File: config.mk
export PLATFORM = sky130hd
export DESIGN_NAME = gate_sweep_ctrl
export DESIGN_NICKNAME = d
export VERILOG_FILES = /design/src/rtl/gate_sweep_pkg.sv /design/src/rtl/gate_sweep_ctrl_dwell_timer.sv /design/src/rtl/gate_sweep_ctrl.sv
export SDC_FILE = /design/constraint.sdc
export NUM_CORES = 1
export LEC_CHECK = 0
export CAP_MARGIN = 10
export CORE_MARGIN = 2
export CORE_UTILIZATION = 45
export DETAILED_ROUTE_END_ITERATION = 12
export HOLD_SLACK_MARGIN = 0.05
export PLACE_DENSITY = 0.81
export SYNTH_ARGS = -nofsm -noshare
export SYNTH_HDL_FRONTEND = slang
export SYNTH_SLANG_ARGS = --single-unit
File: constraint.sdc
create_clock -name clk -period 1.8 [get_ports clk]
set_input_delay 0.18 -clock clk [delete_from_list [all_inputs] [get_ports clk]]
set_output_delay 0.18 -clock clk [all_outputs]
set_load 0.02 [all_outputs]
File: src/rtl/gate_sweep_pkg.sv
// gate_sweep_pkg: shared state encoding, vector table and truth-table model for the gate sweep.
package gate_sweep_pkg;
  typedef enum logic [1:0] {IDLE, DRIVE, DONE} state_t;
  localparam int NUM_VEC = 4;
  // Bit k holds the operand value for vector k: 00, 10, 01, 11 as (A,B).
  localparam logic [NUM_VEC-1:0] VEC_A = 4'b1010;
  localparam logic [NUM_VEC-1:0] VEC_B = 4'b1100;
  function automatic logic [2:0] expect_out(input logic [1:0] ab);
    return {ab[1] & ab[0], ab[1] | ab[0], ~ab[1]};
  endfunction
endpackage

File: src/rtl/gate_sweep_ctrl_dwell_timer.sv
// dwell_timer: per-vector hold counter with terminal count at DWELL-1.
module dwell_timer #(
  parameter int CW    = 8,
  parameter int DWELL = 4
) (
  input  logic clk,
  input  logic rst,
  input  logic i_clr,
  input  logic i_en,
  output logic o_tc
);
  logic [CW-1:0] r_cnt;
  always_ff @(posedge clk or posedge rst)
    if (rst) r_cnt <= '0;
    else if (i_clr) r_cnt <= '0;
    else if (i_en) r_cnt <= r_cnt + 1'b1;
  assign o_tc = r_cnt == CW'(DWELL - 1);
endmodule

File: src/rtl/gate_sweep_ctrl.sv
// gate_sweep_ctrl: drives a gate unit through all four input vectors and checks its outputs.
module gate_sweep_ctrl
  import gate_sweep_pkg::*;
#(
  parameter int DWELL = 4,
  parameter int CW    = 8
) (
  input  logic       clk,
  input  logic       rst,
  input  logic       iStart,
  input  logic       iAbort,
  output logic       oA,
  output logic       oB,
  input  logic       iAnd,
  input  logic       iOr,
  input  logic       iNot,
  output logic       oBusy,
  output logic [1:0] oVecIdx,
  output logic       oDone,
  output logic       oPass,
  output logic [3:0] oErrMap
);
  state_t r_state, w_next;
  logic r_launch, r_a, r_b, r_busy, r_done, r_pass;
  logic [1:0] r_idx;
  logic [3:0] r_err;
  logic w_tc, w_drive, w_accept, w_bad, w_clr;
  logic [1:0] w_nidx;
  logic [3:0] w_err;
  assign w_drive  = r_state == DRIVE;
  assign w_accept = r_state == IDLE && !r_launch && iStart;
  assign w_clr    = !w_drive || w_tc || iAbort;
  assign w_bad    = {iAnd, iOr, iNot} != expect_out({r_a, r_b});
  assign w_err    = r_err | (4'(w_bad) << r_idx);
  assign w_nidx   = r_idx + 2'd1;
  dwell_timer #(.CW(CW), .DWELL(DWELL)) u_timer (
    .clk  (clk),
    .rst  (rst),
    .i_clr(w_clr),
    .i_en (w_drive),
    .o_tc (w_tc)
  );
  always_comb begin
    w_next = r_state;
    w_next = (r_state == IDLE)  ? (r_launch ? DRIVE : IDLE) :
             (r_state == DRIVE) ? (iAbort ? IDLE : (w_tc && r_idx == 2'd3) ? DONE : DRIVE) :
                                  IDLE;
  end
  always_ff @(posedge clk or posedge rst)
    if (rst) r_state <= IDLE;
    else r_state <= w_next;
  // A start is latched for one cycle so the first vector appears one edge after sampling.
  always_ff @(posedge clk or posedge rst)
    if (rst) begin
      r_launch <= 1'b0;
      r_a      <= 1'b0;
      r_b      <= 1'b0;
      r_busy   <= 1'b0;
      r_done   <= 1'b0;
      r_pass   <= 1'b0;
      r_idx    <= 2'd0;
      r_err    <= 4'd0;
    end else begin
      r_launch <= w_accept;
      r_done   <= 1'b0;
      if (w_accept) begin
        r_err  <= 4'd0;
        r_pass <= 1'b0;
      end
      if (r_state == IDLE && r_launch) begin
        r_busy <= 1'b1;
        r_idx  <= 2'd0;
        r_a    <= VEC_A[0];
        r_b    <= VEC_B[0];
      end
      if (w_drive && iAbort) begin
        r_busy <= 1'b0;
        r_idx  <= 2'd0;
        r_a    <= 1'b0;
        r_b    <= 1'b0;
        r_pass <= 1'b0;
      end else if (w_drive && w_tc) begin
        r_err <= w_err;
        if (r_idx == 2'd3) begin
          r_busy <= 1'b0;
          r_idx  <= 2'd0;
          r_a    <= 1'b0;
          r_b    <= 1'b0;
          r_done <= 1'b1;
          r_pass <= w_err == 4'd0;
        end else begin
          r_idx <= w_nidx;
          r_a   <= VEC_A[w_nidx];
          r_b   <= VEC_B[w_nidx];
        end
      end
    end
  assign oA      = r_a;
  assign oB      = r_b;
  assign oBusy   = r_busy;
  assign oVecIdx = r_idx;
  assign oDone   = r_done;
  assign oPass   = r_pass;
  assign oErrMap = r_err;
endmodule

Word level (Yosys, flattened, before mapping):

Cells that the tools add are included.

* input bits: 7
* output and inout port bits: 11
* bits in registers: 22
* logic and storage cells: 72

* shifts and indexed selects: 1
* $add $sub $neg: 2
* $lt $le $gt $ge: 1
* bitwise logic cells: 4
* reduce and logical (&&, ||, !) cells: 14
* equality and inequality tests: 4
* muxes and demuxes: 36

Operators with widths (number)
* $mux W1: 21
* $mux W2: 8
* $mux W8: 2
* $mux W4: 3
* $add A8 B1 Y8 const B: 1
* $eq A8 B2 Y1 const B: 1
* $logic_and A1 B1 Y1: 6
* $bmux W1 S2: 2
* $logic_not A4 Y1: 1
* $or A4 B4 Y4: 1
* $shl A1 B2 Y4: 1
* $lt A2 B3 Y1 const B: 1
* $ne A3 B3 Y1: 1
* $reduce_bool A3 Y1: 1
* $add A2 B1 Y2 const B: 1
* $eq A2 B1 Y1 const B: 1
* $eq A2 B2 Y1 const B: 1
* $logic_not A1 Y1: 2
* $logic_not A2 Y1: 1
* $logic_or A1 B1 Y1: 2
* $reduce_bool A2 Y1: 1
* $and A1 B1 Y1: 1
* $not A1 Y1: 1
* $or A1 B1 Y1: 1

Longest topological paths before layout:

Gate-level depths: netlist of the first run.

* depth after elaboration: 8
* gate-level depth with buffers: 7
* mapped depth without buffers: 6

Modules after synthesis:

From an unflattened synthesis of the first run, not the netlist that was laid out.

* cell total of the unflattened synthesis: 100
* area total of the unflattened synthesis: 1027.2 µm²

By module, submodules not included
* gate_sweep_ctrl: instances 1, area an instance 610.6 µm², cells an instance 58
* dwell_timer: instances 1, area an instance 416.6 µm², cells an instance 42

Worst setup path after synthesis of the first run:

Ideal clock, no wire load.

* kind: register to register
* start point: register u_timer.r_cnt[0]
* end point: register r_pass (netlist: oPass)
* library setup time: 0.130 ns
* path buffers: 1
* required time: 1.670 ns
* setup slack: -0.008 ns
* data arrival time: 1.678 ns
* stages on the path, launching flop included: 7
* cells stage by stage: dfrtp_1 > ha_1 > or4b_1 > buf_2 > o31a_1 > o211ai_1 > o21ai_0

* cells in the longest elaborated chain, start to end: 4

Ends and longest elaborated chain
* start: declaration: line gate_sweep_ctrl_dwell_timer.sv:12 `logic [CW-1:0] r_cnt;`
* start signal: assignment: line gate_sweep_ctrl_dwell_timer.sv:16 `else if (i_en) r_cnt <= r_cnt + 1'b1;`
* $eq A8 B2 Y1: line gate_sweep_ctrl_dwell_timer.sv:17 `assign o_tc = r_cnt == CW'(DWELL - 1);`
* $logic_and A1 B1 Y1: line gate_sweep_ctrl.sv:82 `end else if (w_drive && w_tc) begin`
* $mux W1: line gate_sweep_ctrl.sv:82
* $mux W1: line gate_sweep_ctrl.sv:76 `if (w_drive && iAbort) begin`
* end signal: assignment: line gate_sweep_ctrl.sv:68 `r_pass <= 1'b0;`
* end signal: assignment: line gate_sweep_ctrl.sv:81 `r_pass <= 1'b0;`
* end signal: assignment: line gate_sweep_ctrl.sv:90 `r_pass <= w_err == 4'd0;`
* end: declaration: line gate_sweep_ctrl.sv:24 `logic r_launch, r_a, r_b, r_busy, r_done, r_pass;`

No other way between the ends.
A chain may end at the register's enable or synchronous reset.

Worst setup path after layout of the first run:

* start point: register u_timer.r_cnt[1]
* end point: register r_pass (netlist: oPass)

Same word-level chain as after synthesis.

==> results of run 1 <==
-- flip-flops by register name (all words and copies together), names as in the netlist --
name and cells:
oB 1, oBusy 1, oDone 1, oErrMap 4
oPass 1, oVecIdx 1, r_launch 1, r_state 2
u_timer.r_cnt 8
-- how the worst max path moves through the flow --
stage,cells past startpoint,slack [ns],to
floorplan,6,0.001,oPass
global placement,5,0.04,oPass
detailed placement,5,-0.03,oPass
CTS,5,0.04,oPass
global route,5,-0.03,oPass
finish,5,0.07,oPass
-- synth_stat cells, types with 2 or more instances --
| cell type | n | share of area (%) |
|---|---|---|
| ha_1 | 3 | 3.8 |
| buf_4 | 2 | 1.5 |
| nand3_1 | 6 | 3.0 |
| nor3_1 | 2 | 1.0 |
| o31ai_1 | 3 | 2.3 |
| o21ai_0 | 2 | 1.0 |
| nor4_1 | 2 | 1.3 |
| clkbuf_1 | 4 | 1.5 |
| dfrtp_1 | 20 | 51 |
| xnor2_1 | 2 | 1.8 |
| xor2_1 | 7 | 6.2 |
| inv_1 | 7 | 2.7 |
| nand2b_1 | 2 | 1.3 |
| nand2_1 | 4 | 1.5 |
| nor2_1 | 13 | 4.9 |
-- worst max-delay path, cell delays in order, from the launching register on --
cell and delay [ns]:
dfrtp_1 0.37, ha_2 0.18, or4b_4 0.51, o31a_1 0.31
o211ai_1 0.17, o21ai_1 0.09
-- per-stage QoR --
stage / area [sq um] / utilization (%) / power, mW
after global placement: 1230 / 61.1 / 0.745
after CTS: 1260 / 62.4 / 0.956
after detailed placement: 1230 / 61.1 / 0.755
after global routing: 1260 / 62.4 / 1.01
after floorplan: 991 / - / 0.662
final: 1260 / 62.4 / 0.945
-- metal layers --
| metal | vias to the layer above | wire [microns] | global-route usage (%) |
|---|---|---|---|
| li1 | 376 | - | - |
| met1 | 348 | 911 | 22.7 |
| met2 | 12 | 839 | 25.7 |
| met3 | 2 | 43 | 2.63 |
| met4 | 0 | 19 | 9.46 |
| met5 | - | 0 | 0 |
-- cell families (layout without fill, tap and decap cells) --
group           count (synthesis)  count (layout)  synth area share [%]
simple gates                   39              39                  21.5
xor+xnor                        9               9                  7.98
flops                          20              20                  50.6
fa+ha+maj                       3               3                  3.80
compound gates                 13              13                  9.88
buf+inv                        14              37                  6.20
-- final cells by class --
class	instances	area, sq um	share of cell area [%]
repair buffers	27	245	19.4
clock buffers	3	22.5	1.79
inverters	7	26.3	2.08
flip-flops and latches	20	500	39.7
multi-input cells	64	433	34.3
well taps	27	33.8	2.68
-- placed cells by master (no fill, tap or decap), types with 2 or more instances in the layout --
cell / n
xnor2_1: 2
ha_1: 2
inv_1: 7
buf_4: 10
xor2_1: 7
o31ai_1: 3
dfrtp_1: 20
nor3_1: 2
clkbuf_4: 3
nor2_1: 13
nand3_1: 6
clkdlybuf4s50_1: 17
nor4_1: 2
nand2b_1: 2
nand2_1: 4
-- power by group through the flow --
stage	Clock [mW]	Sequential [mW]	Combinational, mW
2_1_floorplan	0	0.537	0.125
3_3_place_gp	0	0.522	0.223
3_5_place_dp	0	0.526	0.228
4_1_cts	0.209	0.517	0.230
5_1_grt	0.230	0.524	0.253
6_report	0.201	0.517	0.228
-- repair_timing --
action	in CTS	in global routing
gates resized for setup	1	1
pin swaps	0	1
setup endpoints to repair	5	6
buffers inserted	0	0
==> results_dict.tcl, run 1 <==
set metrics [dict create \
    route.detailed.drc 0 \
    rsz0062_at_grt "true" \
    drtAntennaViolNets 0 \
    clockBufferDepth 2 \
    first_global_vias 759 \
    vias 738 \
    synthCells 98 \
    min_period_ns 1.73 \
    routed_wl_mm 1.81 \
    r2r_start "u_timer.r_cnt[1]" \
    grt_overflow_total 0 \
    grt_antenna_before_repair 0 \
    syn_nets 108 \
    irDropWorstVdd_mv 0.567 \
    skew_ns 0.00646 \
    drt-initial-drc-count 6 \
    crit_path_end_kind "flip-flop" \
    status "completed" \
    initial_core_util_pct 48.9 \
    layout.cells.non_filler 148 \
    slew_headroom_pct 81.9 \
    required_ns 1.98 \
    tightest_slew_ns 0.271 \
    ys_types 34 \
    syn-cell-area_sq_um 988 \
    worst_r2r_endpoint "oPass" \
    viasPerCell 4.99 \
    p_seq_share_pct 54.6 \
    clockPowerShare_pct 21.3 \
    nFillCells 165 \
    worstSetupStartpointType "flip-flop" \
    worstPathArrival_ns 1.91 \
    finalSetupViolations 0 \
    internal_power_mw 0.670 \
    track_usage_pct 16.8 \
    rows 16 \
    fin_crit_sh_pct 96.0 \
    slew_viol_final 0 \
    cts_sinks 20 \
    dp_slack_ns -0.0310 \
    fin_nets 133 \
    final_hold_viol_count 0 \
    syn_to_final_growth_pct 27.6 \
    grt_max_degree 21 \
    antenna_cells 0 \
    die_h_microns 50.9 \
    hold_class "primary input to async pin" \
    gp_congestion 0.838 \
    switching_power_mw 0.275 \
    synthFlopType "dfrtp_1" \
    cp_max_fo 5 \
    wl_per_cell_microns 12.3 \
    synth_edf_count 0 \
    max_freq_ghz 0.579 \
    dr.pass1.iters 4 \
    cts_buffers 3 \
    r2r.worst_path.cells 5 \
    avgSynthCellArea_sq_um 10.1 \
    finalSetupTns_ns 0 \
    drive_above_1_share_pct 16.5 \
    holdBufCountCts 0 \
    die_width_microns 50.9 \
    synth_seq_cells 20 \
    cts-root-buf "clkbuf_4" \
    h-tree-depth 1 \
    crit_start "u_timer.r_cnt[1]" \
    dpl.hpwl_mm 1.41 \
    maxCapViolCount 0 \
    regToRegSetupSlack_ns 0.07 \
    hold_slack_ns 0.195 \
    async_flop_share_pct 100 \
    die_area_sq_um 2590 \
    cts_tree "yes" \
    place_inst 145 \
    core_area_sq_um 2020 \
    clk_pin_slew_ns 0.11 \
    io_pins 18 \
    switching_share_pct 29.1 \
    p_per_area_nw_per_um2 750 \
    grt_pass1_wl_mm 3.24 \
    ys_seq_area_share_pct 50.6 \
    critPathKind "flip-flop to flip-flop" \
    portBuffers 17 \
    insertion_delay_ns 0.29 \
    p_comb_share_pct 24.1 \
    p_leak_nw 0.562 \
    yosys_warnings 0 \
    worst_slack_ns 0.0722 \
]
Note: power is estimated with default switching activity, not from simulation.
==> run 2, diff against run 1 <==
CORE_UTILIZATION = 48   (was 45)
CTS_BUF_LIST = sky130_fd_sc_hd__clkbuf_8   (was default)
PLACE_DENSITY = 0.85   (was 0.81)
SKIP_LAST_GASP = 1   (was default)
==> run 2 against run 1 <==
Compared with the run above: total power up 9.2%; final cell count decreased by 0.68%; largest power group unchanged; critical endpoint unchanged; core utilization grew 2.5 points.
==> results_dict.tcl, run 2 (synthesis results as in run 1) <==
set metrics [dict create \
    largest_reg_flops 8 \
    cts_buffers 3 \
    crit_buf_inv 0 \
    die_h_microns 49.4 \
    die_area_sq_um 2440 \
    p_per_area_nw_per_um2 811 \
    switching_share_pct 28.2 \
    slew_viol_final 0 \
    holdBufCountCts 0 \
    place_inst 144 \
    clk_pin_slew_ns 0.07 \
    crit_family "compound AO/OA/AOI/OAI gates" \
    dpl.hpwl_mm 1.51 \
    switching_power_mw 0.291 \
    cts-root-buf "clkbuf_8" \
    slowest_stage "or4b_4" \
    core_area_sq_um 1960 \
    crit_path_end_kind "flip-flop" \
    h-tree-depth 1 \
    critPathKind "flip-flop to flip-flop" \
    fin_nets 132 \
    ff_latch_area_sq_um 500 \
    drt-initial-drc-count 15 \
    worstSetupStartpointType "flip-flop" \
    clockPowerShare_pct 27.5 \
    grt_overflow_total 0 \
    irDropWorstVdd_mv 0.481 \
    drtAntennaViolNets 0 \
    gp_congestion 0.830 \
    multi_input_area_sq_um 433 \
    layout_common_cells "dfrtp_1, clkdlybuf4s50_1, nor2_1" \
    antenna_cells 0 \
    route.detailed.drc 0 \
    die_width_microns 49.4 \
    routed_wl_mm 2.04 \
    vias 764 \
    portBuffers 17 \
    grt_antenna_before_repair 0 \
    use_met2_pct 32.2 \
    cp_max_fo 5 \
    layout_commonest_cell "dfrtp_1" \
    drive_above_1_share_pct 15.8 \
    grt_max_degree 21 \
    p_total_mw 1.03 \
    top_usage_layer "met2" \
    grt_use_met3_pct 4.29 \
    crit_path_cell_trace "ha_2 > or4b_4 > o31a_1 > o211ai_1 > o21ai_0" \
    final_hold_viol_count 0 \
    hold_class "primary input to async pin" \
    first_global_vias 804 \
    max_stage_delay_ns 0.51 \
    p_seq_share_pct 50.2 \
    required_ns 1.93 \
    p_leak_nw 0.564 \
    viasPerCell 5.20 \
    skew_ns 0.00290 \
    rsz0062_at_grt "true" \
    slew_headroom_pct 74.7 \
    fin_crit_sh_pct 97.3 \
    clockBufferDepth 2 \
    dr.pass1.iters 4 \
    min_period_ns 1.75 \
    insertion_delay_ns 0.25 \
    grt_pass1_wl_mm 3.52 \
    worstPathArrival_ns 1.88 \
    p_comb_share_pct 22.3 \
    finalSetupViolations 0 \
    track_usage_pct 19.1 \
    internal_power_mw 0.741 \
    status "completed" \
    initial_core_util_pct 50.4 \
    max_freq_ghz 0.571 \
    cts_sinks 20 \
    wl_per_cell_microns 13.9 \
    post_cts_buffers 0 \
    rows 16 \
    maxCapViolCount 0 \
    hold_slack_ns 0.243 \
    tightest_slew_ns 0.380 \
    syn_to_final_growth_pct 28.7 \
    io_pins 18 \
    use_met1_pct 22.4 \
    layout.cells.non_filler 147 \
    registers.top_by_ff_count "u_timer.r_cnt" \
    nFillCells 163 \
    cts_tree "yes" \
]
## run 2: changes by cell type in the layout (fill, tap and decap cells not counted), sizes merged
cell / change
buf: -1
## run 2: power by group through the flow
stage	Combinational (mW)	Clock, mW	Sequential, mW
after floorplan	0.125	0	0.537
after global placement	0.222	0	0.522
after detailed placement	0.230	0	0.528
after CTS	0.232	0.293	0.519
after global routing	0.256	0.319	0.523
final	0.230	0.284	0.518
## run 2: per-layer routing
| layer | up-vias | wire (microns) |
|---|---|---|
| met5 | - | 0 |
| met4 | 0 | 34 |
| met3 | 5 | 117 |
| met2 | 24 | 1030 |
| met1 | 362 | 861 |
| li1 | 373 | - |
## run 2: final timing paths
check                      slack [ns]              from    endpoint  depth (start not counted)
max                              0.05  u_timer.r_cnt[0]       oPass                          5
min                              0.24               rst  oErrMap[3]                          3
max reg2reg                      0.05  u_timer.r_cnt[0]       oPass                          5
min reg2reg                      0.54        oErrMap[1]  oErrMap[1]                          2
max in group asynchronous        1.35               rst  r_state[1]                          3
min in group clk                 0.54        oErrMap[1]  oErrMap[1]                          2
## run 2: timing repair
| item | in CTS | in global routing |
|---|---|---|
| pin swaps | 0 | 1 |
| endpoints found under the setup margin | 3 | 3 |
| hold endpoints to repair | 0 | 0 |
| resized for setup | 1 | 0 |
| cloned | 0 | 0 |
## run 2: stage by stage
stage	setup TNS, ns	util, %	worst slack (ns)	cell area (sq um)
after global routing	-0.00898	64.9	-0.00898	1270
final	0	64.9	0.0483	1270
after global placement	0	62.6	0.0409	1230
after floorplan	0	-	0.00111	991
after detailed placement	-0.0432	62.6	-0.0432	1230
after CTS	0	64.9	0.0379	1270
## run 2: layout make-up
type                       instances  area share (%)
clock buffer                       3            3.24
inverter                           7            2.06
sequential                        20            39.3
timing repair buffer              26            18.7
tap                               27            2.65
multi-input combinational         64            34.0
## run 2: worst register-to-register path, cell delays in order, from the launching register on
cell and delay (ns):
dfrtp_1 0.35, ha_2 0.17, or4b_4 0.51, o31a_1 0.32, o211ai_1 0.17, o21ai_0 0.11
